[src/rtl/seq_stage_controller.sv]
// Multi-cycle stage sequencer for the SEQ Y86-64 datapath: one-hot-style stage enables,
// data-memory handshake with timeout, and processor status. Optional counters: SEQ_PERF_CNT_EN.
module seq_stage_controller #(
    parameter int MEM_TIMEOUT = 16
) (
    input  logic       clk,
    input  logic       rst,
    input  logic       start,
    input  logic       stop_req,
    input  logic [3:0] icode,
    input  logic       instr_valid,
    input  logic       imem_error,
    input  logic       dmem_ack,
    input  logic       dmem_error,
    output logic       fetch_en,
    output logic       decode_en,
    output logic       exec_en,
    output logic       cc_en,
    output logic       mem_req,
    output logic       mem_write,
    output logic       wb_en,
    output logic       pc_en,
    output logic       retire,
    output logic [2:0] stat,
    output logic       busy,
    output logic       halted,
`ifdef SEQ_PERF_CNT_EN
    output logic [31:0] cycle_count,
    output logic [31:0] instr_count,
`endif
    output logic [2:0] state
);

    localparam int CW = $clog2(MEM_TIMEOUT + 1);
    localparam logic [CW-1:0] CNT_LAST = CW'(MEM_TIMEOUT - 1);

    localparam logic [2:0] STAT_AOK = 3'd1;
    localparam logic [2:0] STAT_HLT = 3'd2;
    localparam logic [2:0] STAT_ADR = 3'd3;
    localparam logic [2:0] STAT_INS = 3'd4;

    typedef enum logic [2:0] {
        S_IDLE    = 3'd0,
        S_FETCH   = 3'd1,
        S_DECODE  = 3'd2,
        S_EXECUTE = 3'd3,
        S_MEMORY  = 3'd4,
        S_WB      = 3'd5,
        S_PCUPD   = 3'd6,
        S_HALT    = 3'd7
    } state_t;

    state_t        state_q, state_d;
    logic [2:0]    stat_q, stat_d;
    logic [3:0]    icode_q, icode_d;
    logic [CW-1:0] cnt_q, cnt_d;

    always_ff @(posedge clk or posedge rst) begin
        if (rst) begin
            state_q <= S_IDLE;
            stat_q  <= STAT_AOK;
            icode_q <= 4'h0;
            cnt_q   <= '0;
        end else begin
            state_q <= state_d;
            stat_q  <= stat_d;
            icode_q <= icode_d;
            cnt_q   <= cnt_d;
        end
    end

    always_comb begin
        state_d = state_q;
        stat_d  = stat_q;
        icode_d = icode_q;
        cnt_d   = cnt_q;
        case (state_q)
            S_IDLE: if (start) state_d = S_FETCH;
            S_FETCH: begin
                if (imem_error) begin
                    state_d = S_HALT;
                    stat_d  = STAT_ADR;
                end else if (!instr_valid || icode > 4'hB) begin
                    state_d = S_HALT;
                    stat_d  = STAT_INS;
                end else if (icode == 4'h0) begin
                    state_d = S_HALT;
                    stat_d  = STAT_HLT;
                end else begin
                    icode_d = icode;
                    state_d = S_DECODE;
                end
            end
            S_DECODE: state_d = S_EXECUTE;
            S_EXECUTE: begin
                if (icode_q inside {4'h4, 4'h5, 4'h8, 4'h9, 4'hA, 4'hB}) begin
                    state_d = S_MEMORY;
                    cnt_d   = '0;
                end else begin
                    state_d = S_WB;
                end
            end
            S_MEMORY: begin
                // An ack on the timeout boundary cycle still completes the access.
                if (dmem_ack) begin
                    if (dmem_error) begin
                        state_d = S_HALT;
                        stat_d  = STAT_ADR;
                    end else begin
                        state_d = S_WB;
                    end
                end else if (cnt_q == CNT_LAST) begin
                    state_d = S_HALT;
                    stat_d  = STAT_ADR;
                end else begin
                    cnt_d = cnt_q + 1'b1;
                end
            end
            S_WB:    state_d = S_PCUPD;
            S_PCUPD: state_d = stop_req ? S_IDLE : S_FETCH;
            default: state_d = S_HALT;
        endcase
    end

    assign fetch_en  = (state_q == S_FETCH);
    assign decode_en = (state_q == S_DECODE);
    assign exec_en   = (state_q == S_EXECUTE);
    assign cc_en     = (state_q == S_EXECUTE) && (icode_q == 4'h6);
    assign mem_req   = (state_q == S_MEMORY);
    assign mem_write = (state_q == S_MEMORY) && (icode_q inside {4'h4, 4'h8, 4'hA});
    assign wb_en     = (state_q == S_WB) &&
                       (icode_q inside {4'h2, 4'h3, 4'h5, 4'h6, 4'h8, 4'h9, 4'hA, 4'hB});
    assign pc_en     = (state_q == S_PCUPD);
    assign retire    = (state_q == S_PCUPD);
    assign stat      = stat_q;
    assign busy      = (state_q != S_IDLE) && (state_q != S_HALT);
    assign halted    = (state_q == S_HALT);
    assign state     = state_q;

`ifdef SEQ_PERF_CNT_EN
    logic [31:0] cyc_cnt_q, ins_cnt_q;

    always_ff @(posedge clk or posedge rst) begin
        if (rst) begin
            cyc_cnt_q <= '0;
            ins_cnt_q <= '0;
        end else begin
            if (busy)   cyc_cnt_q <= cyc_cnt_q + 32'd1;
            if (retire) ins_cnt_q <= ins_cnt_q + 32'd1;
        end
    end

    assign cycle_count = cyc_cnt_q;
    assign instr_count = ins_cnt_q;
`endif

endmodule
[config.mk]
export PLATFORM = sky130hd
export DESIGN_NAME = seq_stage_controller
export DESIGN_NICKNAME = d
export VERILOG_FILES = /design/src/rtl/seq_stage_controller.sv
export SDC_FILE = /design/constraint.sdc
export NUM_CORES = 1
export LEC_CHECK = 0
export CELL_PAD_IN_SITES_DETAIL_PLACEMENT = 2
export CELL_PAD_IN_SITES_GLOBAL_PLACEMENT = 2
export CORE_MARGIN = 10
export CORE_UTILIZATION = 27
export DETAILED_ROUTE_END_ITERATION = 8
export GPL_TIMING_DRIVEN = 0
export PLACE_DENSITY_LB_ADDON = 0.12
export SYNTH_ARGS = -nofsm -noshare
export SYNTH_HDL_FRONTEND = slang
export SYNTH_SLANG_ARGS = --single-unit
[constraint.sdc]
create_clock -name clk -period 2.2 [get_ports clk]
set_input_delay 0.44 -clock clk [delete_from_list [all_inputs] [get_ports clk]]
set_output_delay 0.44 -clock clk [all_outputs]
set_load 0.03 [all_outputs]
==> flow_summary_export.csv <==
group,metric,value,unit
power_and_ir_drop,ir_drop,0.256,mV
setup_path,required,1.76,ns
cts,cts_max_path_buffers,2,
synthesis,syn_nets,118,
finish,synthToLayoutAreaGrowth,36.6,%
die,num_io_pins,29,
power_and_ir_drop,power_density,393,nW/um2
synthesis,syn-cell-area,977,um2
power_and_ir_drop,p_leak,0.616,nW
die,rows,21,
sta,rsz0062_at_grt,"false",
grt,grt.total_usage,9.49,%
sta,drv_slew,0,
synthesis,synth_area_per_cell,9.40,um2
setup_path,worstPathMaxFanout,10,
setup_path,startpoint,"state[0]",
detailed_routing,drtAntennaViolNets,0,
cts,cts_tree,"done",
synthesis,ys_seq_elements,15,
setup_path,cp.arrival,1.69,ns
run,max_cap_viol_count,0,
cts,clock_sinks,15,
synthesis,synthCells,104,
placed_design,io_buffer_count,28,
cts,cts_setup_buffers,0,
detailed_routing,dr.pass1.iters,4,
placed_design,dpl.hpwl,2380,um
setup_path,critPathKind,"reg -> out",
cts,clock_latency,0.30,ns
cts,cts_buffers,3,
synthesis,async_reset_ff_share,100,%
grt,grt_pass1_vias,1030,
detailed_routing,vias,905,
sta,timing.final.crit_share,96.8,%
detailed_routing,wl,2970,um
grt,grt_max_degree,16,
synthesis,yosys_warnings,0,
synthesis,synth_cell_types,45,
min_path,hold_path_class,"in -> async",
die,core-area,3420,um2
cts,h-tree-depth,1,
finish,n_antenna_cell,0,
sta,final_hold_viol_count,0,
finish,num-nets-final,150,
cts,cts_root_buffer,"clkbuf_4",
detailed_routing,drc_errors,0,
sta,fin_tns_setup,0,ns
synthesis,synth_edf_count,0,
detailed_routing,avgRoutedWirePerCell,16.4,um
run_status,status,"complete, no violations",
cts,clkTransAtPathRegs,0.11,ns
die,start_util,28.6,%
sta,setup_violations,0,
sta,setup_ws,0.0701,ns
sta,max_freq,0.470,GHz
finish,mostFrequentLayoutCells,"clkdlybuf4s50_1 (17), dfrtp_1 (14), nor2_1 (8), nand2_1 (8)",
sta,holdWs,0.509,ns
setup_path,endpoint_kind,"output port",
synthesis,seq_area_frac_synth,38.5,%
grt,antenna_found_initial,0,
die,die_h,80.2,um
finish,final_common_cell,"clkdlybuf4s50_1",
setup_path,timing.rr.start,"cnt_q[0]",
setup_path,startpoint_type,"flip-flop",
die,design.die.area,6430,um2
die,die_x,80.2,um
sta,fin_crit,2.13,ns
synthesis,synth_flop_cell,"dfrtp_1",
placed_design,place_ws,-0.233,ns
sta,slew_headroom,58.9,%
setup_path,reg2reg_slack,0.25,ns
finish,drive_gt1_share,25.9,%
detailed_routing,drt_iter0_drc,17,
sta,max_slew.worst_pin.slew,0.616,ns
grt,grt_pass1_wl,4860,um
placed_design,place_congestion,0.759,
detailed_routing,viasPerCell,5.00,
grt,gr-total-overflow,0,
sta,clock_skew,0.00997,ns
## final timing paths
kind                        endpoint  cells after the start
max                        decode_en                      4
min                         cnt_q[4]                      2
max reg2reg                 state[1]                      7
min reg2reg                  stat[2]                      1
max in group asynchronous   state[1]                      2
min in group clk             stat[2]                      1
## power by group
| group | internal [mW] | switching [mW] |
|---|---|---|
| clock network | 0.0678 | 0.107 |
| registers | 0.282 | 0.00691 |
| logic | 0.0326 | 0.0290 |
## cell type report
type | instances | area [um2]
sequential | 15 | 377
inverter | 8 | 30.0
clock inverter | 1 | 5.00
buffer | 6 | 40.0
fill | 387 | 2080
timing repair buffer | 28 | 255
tap | 46 | 57.6
multi-input combinational | 74 | 548
clock buffer | 3 | 22.5
## cells by family (layout without fill, tap and decap cells)
kind of cell / Yosys count / after routing / share of synthesized area, %
AND/OR/NAND/NOR: 39 / 39 / 25.1
adder cells (fa/ha/maj): 2 / 2 / 2.56
buffers and inverters: 15 / 46 / 7.04
multiplexers: 7 / 7 / 7.81
flip-flops: 15 / 15 / 38.5
AO/OA/AOI/OAI: 26 / 26 / 19.0
## critical path: stages (launching register included)
cell and delay (ns):
dfrtp_1 0.44, clkbuf_4 0.20, or2b_1 0.26, nor2_1 0.08
dlygate4sd2_1 0.40
## through the flow
stage          std cells  instance area (um2)  utilization (%)  power (mW)
6_report             181                 1340             39.1       0.525
5_1_grt              181                 1340             39.1       0.547
4_1_cts              182                 1340             39.3       0.537
3_5_place_dp         178                 1330             38.8       0.357
3_3_place_gp         178                 1330             38.8       0.356
2_1_floorplan        104                  988                -       0.322
## Yosys cell counts, types with 3 or more instances
cell	number	area share, %
nand2_1	8	3.1
o22ai_1	4	2.6
inv_1	8	3.1
a21oi_1	7	3.6
nand2b_1	3	1.9
nor3_1	3	1.5
mux2_2	5	5.8
nor2_1	8	3.1
dfrtp_1	14	36
clkbuf_1	4	1.5
## sequential cells by signal, summed over array words and instances, names as in the netlist
| signal | flops |
|---|---|
| icode_q | 4 |
| stat | 3 |
| cnt_q | 5 |
| state | 3 |
## routing by layer
metal / routed length [um] / track usage (%) / vias to the layer above
li1: - / - / 441
met1: 1270 / 10.3 / 438
met2: 1530 / 16.9 / 20
met3: 112 / 2.34 / 6
met4: 52 / 4.23 / 0
met5: 0 / 0 / -
## timing repair
item                                    in CTS  in global routing
hold endpoints to repair                     0                  0
cloned                                       0                  0
endpoints found under the setup margin      11                  5
resized for setup                           39                  5
pin swaps                                    0                  0
hold buffers                                 0                  0
(Power assumes the default switching activity.)
